$ cat src/rtl/btn_deb_multi_if.sv
// rtl/btn_deb_multi_if.sv - signal bundle between raw buttons and the debouncer
//
// Purpose: groups the raw button inputs and all debounced outputs so the
//          debouncer and its consumers share one connection point.
// Signals:
//   btn_in      [BT_WIDTH] raw button levels, asynchronous to clk
//   btn_out     [BT_WIDTH] debounced level, same polarity as btn_in
//   btn_press   [BT_WIDTH] one-cycle pulse when btn_out becomes the pressed level
//   btn_release [BT_WIDTH] one-cycle pulse when btn_out leaves the pressed level
//   sample_tick            one-cycle prescaler tick
//   btn_long    [BT_WIDTH] long-press pulse (only with BTN_DEB_LONG_PRESS_EN)
// Modports: master = debouncer side, slave = consumer side.
interface btn_deb_multi_if #(
  parameter int BT_WIDTH = 8
);
  logic [BT_WIDTH-1:0] btn_in;
  logic [BT_WIDTH-1:0] btn_out;
  logic [BT_WIDTH-1:0] btn_press;
  logic [BT_WIDTH-1:0] btn_release;
  logic                sample_tick;
`ifdef BTN_DEB_LONG_PRESS_EN
  logic [BT_WIDTH-1:0] btn_long;
`endif

  modport master (
    input  btn_in,
`ifdef BTN_DEB_LONG_PRESS_EN
    output btn_long,
`endif
    output btn_out, btn_press, btn_release, sample_tick
  );

  modport slave (
    output btn_in,
`ifdef BTN_DEB_LONG_PRESS_EN
    input  btn_long,
`endif
    input  btn_out, btn_press, btn_release, sample_tick
  );
endinterface

$ cat src/rtl/btn_deb_multi.sv
// rtl/btn_deb_multi.sv - parametrised multi-channel button debouncer
//
// Purpose: synchronises each button, samples it on a shared prescaler tick
//          and changes the debounced level only after STABLE_N consecutive
//          ticks disagree with it. Emits press/release pulses per channel.
// Optional: macro BTN_DEB_LONG_PRESS_EN adds parameter LONG_N and output
//           btn_long (one pulse per press once held for LONG_N ticks).
// Ports:
//   clk    system clock
//   rst_n  asynchronous active-low reset
//   bus    btn_deb_multi_if.master (btn_in in; btn_out, btn_press,
//          btn_release, sample_tick[, btn_long] out)
module btn_deb_multi #(
  parameter int   BT_WIDTH = 8,
  parameter int   TICK_W   = 18,
  parameter int   STABLE_N = 4,
  parameter logic BTN_ACT  = 1'b1
`ifdef BTN_DEB_LONG_PRESS_EN
  , parameter logic [7:0] LONG_N = 8'd100
`endif
) (
  input  logic             clk,
  input  logic             rst_n,
  btn_deb_multi_if.master  bus
);

  localparam logic [3:0]          STAB_LAST = 4'(STABLE_N - 1);
  localparam logic [BT_WIDTH-1:0] IDLE_LVL  = {BT_WIDTH{~BTN_ACT}};

  logic [TICK_W-1:0]        presc_q, presc_d;
  logic                     tick;
  logic [BT_WIDTH-1:0]      sync1_q, sync2_q;
  logic [BT_WIDTH-1:0]      btn_out_q, btn_out_d;
  logic [BT_WIDTH-1:0]      press_q, press_d;
  logic [BT_WIDTH-1:0]      release_q, release_d;
  logic [BT_WIDTH-1:0][3:0] stab_q, stab_d;

  // Tick is decoded from the count rather than registered so the first one
  // lands exactly 2^TICK_W-1 edges after reset release.
  assign tick    = &presc_q;
  assign presc_d = presc_q + TICK_W'(1);

  always_comb begin
    btn_out_d = btn_out_q;
    stab_d    = stab_q;
    press_d   = '0;
    release_d = '0;
    if (tick) begin
      for (int i = 0; i < BT_WIDTH; i++) begin
        if (sync2_q[i] == btn_out_q[i]) begin
          // One agreeing sample discards any run in progress.
          stab_d[i] = '0;
        end else if (stab_q[i] == STAB_LAST) begin
          btn_out_d[i] = sync2_q[i];
          stab_d[i]    = '0;
          press_d[i]   = (sync2_q[i] == BTN_ACT);
          release_d[i] = (sync2_q[i] != BTN_ACT);
        end else begin
          stab_d[i] = stab_q[i] + 4'd1;
        end
      end
    end
  end

  always_ff @(posedge clk or negedge rst_n) begin
    if (!rst_n) begin
      presc_q   <= '0;
      sync1_q   <= IDLE_LVL;
      sync2_q   <= IDLE_LVL;
      btn_out_q <= IDLE_LVL;
      press_q   <= '0;
      release_q <= '0;
      stab_q    <= '0;
    end else begin
      presc_q   <= presc_d;
      sync1_q   <= bus.btn_in;
      sync2_q   <= sync1_q;
      btn_out_q <= btn_out_d;
      press_q   <= press_d;
      release_q <= release_d;
      stab_q    <= stab_d;
    end
  end

  assign bus.btn_out     = btn_out_q;
  assign bus.btn_press   = press_q;
  assign bus.btn_release = release_q;
  assign bus.sample_tick = tick;

`ifdef BTN_DEB_LONG_PRESS_EN
  logic [BT_WIDTH-1:0][7:0] long_cnt_q, long_cnt_d;
  logic [BT_WIDTH-1:0]      long_q, long_d;

  // Counter saturates at LONG_N, so the pulse fires once per press.
  always_comb begin
    long_cnt_d = long_cnt_q;
    long_d     = '0;
    for (int i = 0; i < BT_WIDTH; i++) begin
      if (btn_out_q[i] != BTN_ACT) begin
        long_cnt_d[i] = '0;
      end else if (tick && (long_cnt_q[i] != LONG_N)) begin
        long_cnt_d[i] = long_cnt_q[i] + 8'd1;
        long_d[i]     = (long_cnt_d[i] == LONG_N);
      end
    end
  end

  always_ff @(posedge clk or negedge rst_n) begin
    if (!rst_n) begin
      long_cnt_q <= '0;
      long_q     <= '0;
    end else begin
      long_cnt_q <= long_cnt_d;
      long_q     <= long_d;
    end
  end

  assign bus.btn_long = long_q;
`endif

endmodule

$ cat src/flat_wrapper.sv
// flat-port wrapper written by rule: the top's interface ports become plain ports
module btn_deb_multi_flat 
#(
  parameter int   BT_WIDTH = 8,
  parameter int   TICK_W   = 18,
  parameter int   STABLE_N = 4,
  parameter logic BTN_ACT  = 1'b1

)
  (clk, rst_n, bus_btn_in, bus_btn_out, bus_btn_press, bus_btn_release, bus_sample_tick);
  btn_deb_multi_if #(.BT_WIDTH(BT_WIDTH)) bus_i ();
  input  logic clk;
  input  logic rst_n;
  input wire logic [$bits(bus_i.btn_in)-1:0] bus_btn_in;
  output wire logic [$bits(bus_i.btn_out)-1:0] bus_btn_out;
  output wire logic [$bits(bus_i.btn_press)-1:0] bus_btn_press;
  output wire logic [$bits(bus_i.btn_release)-1:0] bus_btn_release;
  output wire logic [$bits(bus_i.sample_tick)-1:0] bus_sample_tick;
  assign bus_i.btn_in = bus_btn_in;
  assign bus_btn_out = bus_i.btn_out;
  assign bus_btn_press = bus_i.btn_press;
  assign bus_btn_release = bus_i.btn_release;
  assign bus_sample_tick = bus_i.sample_tick;
  btn_deb_multi #(.BT_WIDTH(BT_WIDTH), .TICK_W(TICK_W), .STABLE_N(STABLE_N), .BTN_ACT(BTN_ACT)) u_core (.clk(clk), .rst_n(rst_n), .bus(bus_i));
endmodule
$ cat config.mk
export PLATFORM = sky130hd
export DESIGN_NAME = btn_deb_multi_flat
export DESIGN_NICKNAME = d
export VERILOG_FILES = /design/src/rtl/btn_deb_multi_if.sv /design/src/rtl/btn_deb_multi.sv /design/src/flat_wrapper.sv
export SDC_FILE = /design/constraint.sdc
export NUM_CORES = 1
export LEC_CHECK = 0
export ABC_AREA = 1
export BUFFER_PORTS_ARGS = -buffer_cell sky130_fd_sc_hd__clkbuf_2
export CORE_MARGIN = 3
export CORE_UTILIZATION = 55
export DETAILED_ROUTE_END_ITERATION = 10
export PLACE_DENSITY_LB_ADDON = 0.12
export SYNTH_ARGS = -nofsm -noshare
export SYNTH_HDL_FRONTEND = slang
export SYNTH_SLANG_ARGS = --single-unit
$ cat constraint.sdc
create_clock -name clk -period 1.7 [get_ports clk]
set_clock_uncertainty 0.1 [all_clocks]
set_input_delay 0 -clock clk [delete_from_list [all_inputs] [get_ports clk]]
set_output_delay 0 -clock clk [all_outputs]
set_load 0.05 [all_outputs]
# After elaboration in Yosys (flattened, before gate mapping)

Index checks and enable logic that the tools add are counted.

Bits in registers: 90
Bits in read-only memories: 0
RAM bits: 0
Memories: 0
Output and inout port bits: 25
Bits in latches: 0

Magnitude comparators: 0
Equality and inequality tests: 16
Mux-type cells: 50
Shift-type cells: 0
Bitwise operators: 16
Div/mod/pow operators: 0
$add $sub $neg: 9
Multiply operators: 0
Reduce and logical (&&, ||, !) cells: 9

Operator list:

| cell                                          | count |
|---|---|
| AND reduction 20 bit                          | 8 |
| 2-to-1 mux 4 bit                              | 16 |
| adder 4 x 1 -> 4 bit, second input constant   | 8 |
| == test 4 x 2 -> 1 bit, second input constant | 8 |
| 2-to-1 mux 1 bit                              | 32 |
| adder 18 x 1 -> 18 bit, second input constant | 1 |
| AND reduction 18 bit                          | 1 |
| 2-to-1 mux 8 bit                              | 2 |
| inverter 1 bit                                | 16 |
| == test 1 bit                                 | 8 |

# Depth between registers and ports, before layout

Gate-level depths: netlist of the first run.

Depth in word-level cells: 4
Depth in mapped cells: 9

# Worst setup path after synthesis of the first run

No wires, ideal clock.

Kind: register to output
Start: register u_core.presc_q[0]
End: output bus_sample_tick
Path buffers: 1
Slack: 0.180 ns
Data required time: 1.600 ns
Stages on the path, launching flop included: 8
Arrival time: 1.420 ns
Path through: dfrtp_1 ha_1 nand3_2 inv_2 nand3_1 nand3b_4 buf_8 inv_2

Cells in the longest elaborated chain, start to end: 1

Ends and longest elaborated chain:

| item                   | RTL line            | text |
|---|---|---|
| start, declared        | btn_deb_multi.sv:30 | `logic [TICK_W-1:0] presc_q, presc_d;` |
| start signal, assigned | btn_deb_multi.sv:75 | `presc_q <= presc_d;` |
| AND reduction 18 bit   | btn_deb_multi.sv:40 | `assign tick = &presc_q;` |
| end, declared          | flat_wrapper.sv:18  | `output wire logic [$bits(bus_i.sample_tick)-1:0] bus_sample_tick;` |

No other way between the ends.

# Worst setup path after layout of the first run

Ends and elaborated chain as after synthesis.

==> impl_results.md, run 1 <==
- Design Area, Final: ~5000 sq um
- Req. time, crit path: 1.60 ns
- Count of final max-slew check failures: 0
- Worst slew margin relative to its limit: 71.27%
- Run status: complete, no violations
- Total number of H-tree levels: 3
- Max IR drop VDD: between 0.5 and 0.6 mV
- Initial cell density of the core: around three fifths
- Area share of the largest cell type after synthesis: 51.74%
- Share of cells above drive strength 1: between 30% and 40%
- Hold crit path type: input pin to asynchronous set/reset pin
- Share of total power in the clock network: 41.6%
- Residual DRC: 0
- Total routing usage reported by global routing: 18.64%
- Post-layout nets: 533
- Final standard cell count with taps included and fillers excluded: 618
- Pin count of the biggest net entering global routing: 44
- Count of inserted antenna diode cells: 0
- Worst skew pair latency: 0.35 ns
- Buffering stage count on the worst path with inverters included: 3
- Post-Syn Nets: 472
- Root buffer selected by CTS: clkbuf_8
- Cell type of the slowest stage on the worst timing path: dfrtp_1
- Net switching power: approximately 0.83 mW
- Minimum setup slack after placement: approximately 0.012 ns
- Critical path launch point: u_core.presc_q[0]
- Avg Inst Size Synth: 9.609 sq um
- Vias: 3056
- FF+latch count, synth: 90
- Core Rows: 31
- Crit share post-route: 97.38%
- Startpoint of the worst register-to-register path: u_core.presc_q[0]
- Utilization of the core after routing: 69.02%
- Delay of the slowest cell on the worst path: ~0.41 ns
- Clk buf depth: 2
- Kind of capture point of the worst setup path: primary output
- Sequential fraction of design power: 55.7%
- Instance count of the mapped netlist: 453
- Area leader, netlist: dfrtp_1
- Placed inst area: 4662 sq um
- Antenna violations before repair: 0
- Critical path cell sequence: ha_4, nand3_4, inv_4, nand3_4, nand3b_4, inv_2, clkbuf_16
- Worst Path Arrival: 1.56 ns
- Vias in the first global route: 2959
- Crit path kind: register to primary output
- Clock-pin slew on the worst setup and hold paths: 0.08 ns
- Routed length per instance: 12.63 um
- Cell count after placement: 588
- Largest fanout on the critical path: 3
- Kind of cell with the highest combined delay on the critical path: flip-flops
- X dimension of the die: 94.96 um
- Largest cells by area after synthesis: dfrtp_1 (52%), nand2_1 (8.0%), o21ai_2 (6.4%)
- Yosys warns: 0
- Final hold slack: 0.02891 ns
- Weighted congestion reported at the end of routability-driven placement: 0.8187
- Number of buffer cells added on primary ports: 34
- Total count of hold-check failures in the final report: 0
- Clock tree from TritonCTS: yes
- Floorplan Core Area: 7447 sq um
- Combinational group share of total power: under 10%
- Total Routed Length: 7804 um
- First-pass GRT wire length: 13140 um
- Internal power: 3.064 mW
- Proportion of synthesized chip area in sequential cells: 51.74%
- Setup WS post-layout: 0.04452 ns
- Leftover overflow at the end of global routing: 0
- Antenna violation net count after detailed routing: 0
- Minimum clock period after layout: 1.655 ns
- Post-route total power: around 3.9 mW
- CP startpoint kind: register
- Net switching fraction of the power: 21.41%
- Setup repair after global routing missed its margin: yes
- Number of buffers inserted during clock tree synthesis: 9
- Number of ports placed on the die boundary: 35
- Detailed-routing iteration count for the pre-antenna-repair pass: 4
- Highest clock frequency the design can meet: 0.6041 GHz
- Area enclosed by the die boundary: around 9000 sq um
- Sum of net half-perimeters after detailed placement: 5243 um
- Clk sinks: 90
- Leak Pwr: 2.366 nW
- Violation count after the first detailed-routing iteration: 123
- CP most frequent cell: nand3_4
- Routed via count divided by cell count: 4.945
- Final sum of negative setup slack: 0 ns
- Max-cap check violation count: 0
- Fill cells: 595
- Total power density per cell area: 758.5 nW/um^2
- Vertical die dimension: 94.96 um
- Cell area after synthesis: 4353 sq um
- Number of distinct library cells after synthesis: 25
- Setup Viol. Count Final: 0
- Worst-margin pin slew: between 0.4 and 0.5 ns
- Area Overhead vs Synth: 18.08%
area by class of cell:
type / instances / area, sq um / share of cell area, %
clock inverters: 6 / 88.84 / 1.728
inverters: 38 / 145.1 / 2.824
multi-input cells: 317 / 1928 / 37.51
repair buffers: 58 / 464.2 / 9.031
flip-flops and latches: 90 / 2252 / 43.82
well taps: 99 / 123.9 / 2.410
clock buffers: 10 / 137.6 / 2.678
state kept, by name (all words and copies together) (netlist names):
signal,count
u_core.stab_q,32
u_core.presc_q,18
u_core.bus.btn_out,8
u_core.bus.btn_press,8
u_core.bus.btn_release,8
u_core.sync1_q,8
u_core.sync2_q,8
power by group through the flow:
stage | logic (mW) | clock network (mW) | registers, mW
CTS | 0.112 | 1.69 | 2.17
global route | 0.126 | 1.77 | 2.17
finish | 0.107 | 1.62 | 2.17
global placement | 0.0935 | 0 | 2.21
floorplan | 0.0279 | 0 | 2.21
detailed placement | 0.0957 | 0 | 2.21
per-layer routing:
layer,GRT usage (%),vias to the layer above,wire length (um)
met5,0,-,0
li1,-,1547,-
met1,22.42,1466,3464
met2,32.82,38,4044
met4,4.688,0,61
met3,5.339,5,233
logic make-up after synthesis:
family | count (synthesis) | share of synthesized area, %
flip-flops | 90 | 51.74
AND/OR/NAND/NOR | 242 | 27.88
adder cells (fa/ha/maj) | 9 | 2.587
buffers and inverters | 46 | 5.289
XOR/XNOR | 23 | 4.628
AO/OA/AOI/OAI | 43 | 7.876
what timing repair did:
item,in CTS,in global routing
endpoints found under the hold margin,98,0
pin swaps,1,2
buffers inserted,3,1
hold buffers,9,0
gates resized for setup,7,14
gates cloned,0,1
endpoints found under the setup margin,3,23
path summary, 6_finish.rpt:
check                           depth (start not counted)  slack, ns                      end
min in group clk                                        2       0.19        u_core.sync1_q[5]
worst min-delay path                                    2       0.03    u_core.bus.btn_out[2]
worst max-delay path                                    7       0.04          bus_sample_tick
worst min register to register                          0       0.26        u_core.sync2_q[5]
worst max register to register                          8       0.07    u_core.bus.btn_out[2]
max in group asynchronous                               3       0.90  u_core.bus.btn_press[5]
synthesized netlist by cell type (all sizes together):
cell and number:
inv 38, o21ai 40, nand3b 2, nand2 127, dfrtp 90, nand3 26
nor2 66, nand4 5, o21bai 3, ha 9, xor2 14, xnor2 9
buf 8, and2 8, nor3 8
cells in the final DEF, fill, tap and decap left out, drive strengths merged, types with 9 or more instances in the layout:
cell type and count:
o21ai 40, nand2 127, xor2 14, clkbuf 44, dfrtp 90, inv 39
nor2 66, dlygate4sd3 9, ha 9, xnor2 9, buf 15, nand3 26
worst register-to-register path: cells and delay by family (launching register included):
kind                       cells  cell delay (ns)
buffers and inverters          1             0.21
DFF                            1             0.41
and+or+nand+nor                5             0.60
AOI/OAI and AO/OA              1             0.07
adders and majority gates      1             0.17
(Power assumes the default switching activity.)
==> run 2, diff against run 1 <==
--- a/config.mk
+++ b/config.mk
@@ -8,7 +8,7 @@
 export ABC_AREA = 1
 export BUFFER_PORTS_ARGS = -buffer_cell sky130_fd_sc_hd__clkbuf_2
 export CORE_MARGIN = 3
-export CORE_UTILIZATION = 55
+export CORE_UTILIZATION = 60
 export DETAILED_ROUTE_END_ITERATION = 10
 export PLACE_DENSITY_LB_ADDON = 0.12
 export SYNTH_ARGS = -nofsm -noshare
==> run 2 against run 1 <==
The flow now finishes with violations (setup timing). First-iteration DRC count increased by 16%. Register-to-register slack lost 0.02 ns. Flip-flop and latch count is the same. Cell count grew 0.49%. Critical path depth unchanged. Clock power hardly changed. Critical endpoint unchanged. Largest cell class unchanged. Largest power group unchanged.
==> impl_results.md, run 2 (synthesis gave the netlist of run 1 again) <==
- Count of final max-slew check failures: 0
- Max-cap check violation count: 0
- Core Rows: 30
- Highest clock frequency the design can meet: 0.5828 GHz
- Violated checks: setup timing
- Routed length on met1: 3737 um
- Utilization of the core after routing: between 70% and 80%
- Final standard cell count with taps included and fillers excluded: 621
- Req. time, crit path: 1.60 ns
- Max IR drop VDD: roughly 0.64 mV
- Internal power: 3.056 mW
- Post-route total power: approximately 3.9 mW
- Number of buffer cells added on primary ports: 34
- Startpoint of the worst register-to-register path: u_core.presc_q[0]
- Net switching power: between 0.8 and 0.9 mW
- Violation count after the first detailed-routing iteration: 143
- Residual DRC: 0
- Total number of H-tree levels: 3
- DR top layer: met4
- Post-layout nets: 539
- Design Area, Final: around 5200 sq um
- Number of flip-flops in the largest register: 32
- Kind of capture point of the worst setup path: primary output
- Total count of hold-check failures in the final report: 0
- Number of buffers inserted during clock tree synthesis: 9
- Hold crit path type: input pin to asynchronous set/reset pin
- Routed via count divided by cell count: 5.151
- Leak Pwr: 2.414 nW
- Setup repair after global routing missed its margin: yes
- Sum of net half-perimeters after detailed placement: 5240 um
- Top register by number of flip-flops: u_core.stab_q
- Clk buf depth: 2
- Total Routed Length: 8662 um
- Depth of the worst register-to-register path: 8
- Count of inserted antenna diode cells: 0
- Run status: complete, but fails checks
- Combinational group share of total power: 2.8%
- Area enclosed by the die boundary: 8313 sq um
- Vias: between 3000 and 4000
- Largest fanout on the critical path: 3
- Minimum setup slack after placement: -0.01281 ns
- Worst Path Arrival: 1.62 ns
- Weighted congestion reported at the end of routability-driven placement: approximately 0.8
- Antenna violations before repair: 0
- Worst slew margin relative to its limit: 69.17%
- Share of cells above drive strength 1: 31.05%
- Minimum clock period after layout: between 1.5 and 2 ns
- Registers with the most flip-flops: u_core.stab_q x32, u_core.presc_q x18
- Total power density per cell area: 741.1 nW/um^2
- Initial cell density of the core: 63.03%
- Critical path launch point: u_core.presc_q[0]
- Total routing usage reported by global routing: between 20% and 30%
- Setup Viol. Count Final: 1
- X dimension of the die: 91.18 um
- CP startpoint kind: register
- Clock-pin slew on the worst setup and hold paths: 0.09 ns
- Setup WS post-layout: -0.01585 ns
- Antenna violation net count after detailed routing: 0
- Pin count of the biggest net entering global routing: 91
- Slack of the worst reg-to-reg path: roughly 0.050 ns
- Leftover overflow at the end of global routing: 0
- RR Endpoint: u_core.bus.btn_release[6]
- Detailed-routing iteration count for the pre-antenna-repair pass: 4
- Worst skew pair latency: roughly 0.36 ns
- Number of ports placed on the die boundary: 35
- Critical Path End: bus_sample_tick
- Floorplan Core Area: 6907 sq um
- Routed length per instance: 13.95 um
- Sequential fraction of design power: 56.2%
- Vertical die dimension: slightly above 90 um
- Clock tree from TritonCTS: yes
- First-pass GRT wire length: 13990 um
- Placed inst area: between 4000 and 5000 sq um
- Worst-margin pin slew: 0.4624 ns
- Crit path kind: register to primary output
- Net switching fraction of the power: 20.91%
- Clk sinks: 90
- Share of total power in the clock network: 41.1%
- Cell count after placement: 585
- Root buffer selected by CTS: clkbuf_8
- Detail Route met2 WL: 4488 um
- Vias in the first global route: ~3200
- Crit share post-route: 100.9%
- Area Overhead vs Synth: 19.78%
- Highest-count cells in the layout ignoring fill and taps: nand2_1 (90), dfrtp_1 (90), nor2_1 (49), inv_1 (36)
- Met3 wire len: approximately 270 um
## run 2: worst min-delay path by stage
stage | from | endpoint | depth (start not counted) | slack [ns]
finish | rst_n | u_core.sync2_q[2] | 3 | 0.12
global route | rst_n | u_core.sync2_q[2] | 3 | 0.15
CTS | rst_n | u_core.bus.btn_out[2] | 3 | 0.14
detailed placement | rst_n | u_core.bus.btn_out[2] | 2 | -0.02
global placement | rst_n | u_core.bus.btn_out[2] | 2 | -0.02
floorplan | rst_n | u_core.bus.btn_out[0] | 0 | -0.40
## run 2: layout make-up
cell class                      instances  area (sq um)
Sequential cell                        90          2252
Inverter                               38         145.1
Timing Repair Buffer                   64         544.3
Clock inverter                          5         77.57
Tap cell                               96         120.1
Fill cell                             511          1693
Multi-Input combinational cell        317          1933
Clock buffer                           11         141.4
## run 2: worst max-delay path: stages (launching register included)
cell and delay, ns:
dfrtp_1 0.41, ha_4 0.18, nand3_4 0.10, inv_4 0.10, nand3_4 0.06, nand3b_4 0.18
inv_2 0.07, clkbuf_16 0.15
## run 2: repair_timing
item / 4_1_cts / 5_1_grt
hold endpoints to repair: 98 / 0
pin swaps: 1 / 2
buffers inserted: 6 / 1
gates cloned: 0 / 4
hold buffers: 9 / 0
setup endpoints to repair: 5 / 48
gates resized for setup: 8 / 14
## run 2: layer usage
metal	GRT usage [%]	up-vias
met3	5.551	16
met1	26.38	1548
li1	-	1565
met2	35.68	70
met4	6.658	0
met5	0	-
## run 2: power by group through the flow
stage          clock network, mW  logic (mW)  registers, mW
2_1_floorplan                  0      0.0279           2.21
3_3_place_gp                   0      0.0913           2.21
3_5_place_dp                   0      0.0928           2.21
4_1_cts                     1.62       0.109           2.17
5_1_grt                     1.72       0.123           2.17
6_report                    1.59       0.106           2.17
## run 2: metrics by stage
step	setup TNS, ns	hold WS, ns
2_1_floorplan	0	-0.3956
3_3_place_gp	0	-0.02130
3_5_place_dp	-0.01281	-0.02048
4_1_cts	0	0.1379
5_1_grt	-0.7386	0.1548
6_report	-0.01585	0.1229
==> run 3, diff against run 2 <==
--- a/config.mk
+++ b/config.mk
@@ -7,7 +7,8 @@
 export LEC_CHECK = 0
 export ABC_AREA = 1
 export BUFFER_PORTS_ARGS = -buffer_cell sky130_fd_sc_hd__clkbuf_2
-export CORE_MARGIN = 3
+export CORE_ASPECT_RATIO = 0.6
+export CORE_MARGIN = 1.5
 export CORE_UTILIZATION = 60
 export DETAILED_ROUTE_END_ITERATION = 10
 export PLACE_DENSITY_LB_ADDON = 0.12
==> run 3 against run 2 <==
The run still ends with setup timing left. Routed wire length is 3.4% higher. Critical path depth is 3 higher. Global-route usage increased by 2.6 points. Cell area increased by 2.8%. Largest power group unchanged. Highest routed layer unchanged.
==> impl_results.md, run 3 (synthesis gave the netlist of run 1 again) <==
- Run status: complete, but fails checks
- Violated checks: setup timing
- Clk sinks: 90
- Setup WS post-layout: -0.01876 ns
- Routed length per instance: 14.54 um
- Minimum setup slack after placement: -0.01320 ns
- Total Routed Length: approximately 9000 um
- Worst Path Arrival: approximately 1.9 ns
- Residual DRC: 0
- Number of ports placed on the die boundary: 35
- Root buffer selected by CTS: clkbuf_16
- Met2 capacity usage during global routing: 38.80%
- Hold crit path type: input pin to asynchronous set/reset pin
- Area enclosed by the die boundary: between 7000 and 8000 sq um
- Vias in the first global route: 2998
- Placed inst area: between 4000 and 5000 sq um
- Antenna violation net count after detailed routing: 0
- Highest clock frequency the design can meet: 0.5818 GHz
- Initial cell density of the core: 63.55%
- Core Rows: 23
- First-pass GRT wire length: 13810 um
- Detailed-routing iteration count for the pre-antenna-repair pass: 4
- Final hold slack: ~0.046 ns
- Post-layout nets: 544
- Setup repair after global routing missed its margin: yes
- Commonest non-fill, non-tap cell in the layout: nand2_1
- Sum of net half-perimeters after detailed placement: 5571 um
- Largest fanout on the critical path: 8
- Top register by number of flip-flops: u_core.stab_q
- Number of buffer cells added on primary ports: 34
- Worst slew margin relative to its limit: 70.09%
- Routed via count divided by cell count: between 5 and 6
- Area Overhead vs Synth: 23.08%
- Max-cap check violation count: 0
- Weighted congestion reported at the end of routability-driven placement: 0.7885
- Clock-pin slew on the worst setup and hold paths: 0.07 ns
- Global routing met1 resource utilization: 30.49%
- Post-route total power: roughly 4.2 mW
- Kind of capture point of the worst setup path: register
- Share of cells above drive strength 1: 32.70%
- Number of flip-flops in the largest register: 32
- Crit path kind: register to register
- Layer with the highest usage after global routing: met2
- Count of inserted antenna diode cells: 0
- Antenna violations before repair: 0
- Clock tree from TritonCTS: yes
- Worst-margin pin slew: roughly 0.45 ns
- Max IR drop VDD: 0.7149 mV
- Number of buffers inserted during clock tree synthesis: 9
- CP startpoint kind: register
- Leftover overflow at the end of global routing: 0
- Total routing usage reported by global routing: 23.66%
- Design Area, Final: 5358 sq um
- Total power density per cell area: 787.4 nW/um^2
- Clk buf depth: 2
- Total count of hold-check failures in the final report: 0
- Req. time, crit path: about 1.8 ns
- Vias: 3223
- Setup Viol. Count Final: 17
- Highest-count cells in the layout ignoring fill and taps: nand2_1 (88), dfrtp_1 (87), nor2_1 (50), inv_1 (36), clkbuf_2 (32)
- Floorplan Core Area: 6849 sq um
- Count of final max-slew check failures: 0
- Vertical die dimension: 68.98 um
- Pin count of the biggest net entering global routing: 34
- Fill cells: 446
- Total number of H-tree levels: 3
- X dimension of the die: 113.0 um
- Met3 layer usage reported by global route: 7.780%
- Registers with the most flip-flops: u_core.stab_q x32, u_core.presc_q x18
- Worst skew pair latency: ~0.35 ns
- Violation count after the first detailed-routing iteration: 219
- Minimum clock period after layout: 1.719 ns
- Crit share post-route: 101.1%
- Leak Pwr: 2.477 nW
- Slack of the worst reg-to-reg path: -0.02 ns
## run 3: changes by cell type in the layout (fill, tap and decap cells not counted), moves of 2 or more
cell / before / now
dfrtp_1: 90 / 87
nand2_4: 5 / 11
clkbuf_16: 3 / 13
buf_4: 13 / 19
clkbuf_8: 10 / 0
nand2_1: 90 / 88
dfrtp_2: 0 / 3
nand2_2: 32 / 28
nor3_1: 7 / 5
## run 3: worst max-delay path, stage by stage, from the launching register on
cell and delay [ns]:
dfrtp_1 0.39, ha_4 0.17, nand3_4 0.11, inv_4 0.10, buf_6 0.10, nand2_4 0.05, nor2_4 0.11, nand2_4 0.14
clkbuf_16 0.22, nand2_2 0.06, o21ai_2 0.05
## run 3: path summary, 6_finish.rpt
check,start,end,depth (start not counted)
min,rst_n,u_core.presc_q[4],2
min reg2reg,u_core.sync1_q[7],u_core.sync2_q[7],0
max in group asynchronous,rst_n,u_core.presc_q[9],3
min in group clk,bus_btn_in[6],u_core.sync1_q[6],2
max,u_core.presc_q[0],u_core.stab_q[10],10
max reg2reg,u_core.presc_q[0],u_core.stab_q[10],10
## run 3: through the flow
stage               utilization (%)  setup TNS, ns  std cells
floorplan                         -              0        453
global placement              68.14              0        577
global route                  78.22         -1.485        616
finish                        78.22        -0.1059        616
CTS                           74.61      -0.003821        603
detailed placement            68.14       -0.01320        577
## run 3: area by class of cell
| type | count | area [sq um] | area share [%] |
|---|---|---|---|
| clock inverters | 5 | 56.30 | 1.051 |
| flip-flops and latches | 90 | 2256 | 42.11 |
| repair buffers | 69 | 575.6 | 10.74 |
| well taps | 87 | 108.9 | 2.032 |
| clock buffers | 10 | 229.0 | 4.274 |
| multi-input cells | 317 | 1984 | 37.04 |
| inverters | 38 | 147.6 | 2.756 |
## run 3: timing repair
action | 4_1_cts | 5_1_grt
cloned | 0 | 4
hold buffers | 9 | 0
pin swaps | 1 | 2
hold endpoints to repair | 98 | 0
buffers inserted | 2 | 9
resized for setup | 9 | 23
setup endpoints to repair | 2 | 35
## run 3: where the power goes
group	internal (mW)	total, mW	switching (mW)
registers	2.16	2.17	0.0127
logic	0.0373	0.113	0.0761
clock network	1.13	1.93	0.804
## run 3: routing by layer
metal | vias to the layer above | part of all wire, %
met4 | 0 | 1.3
met5 | - | 0
met2 | 70 | 47
li1 | 1573 | -
met3 | 11 | 3.7
met1 | 1569 | 47
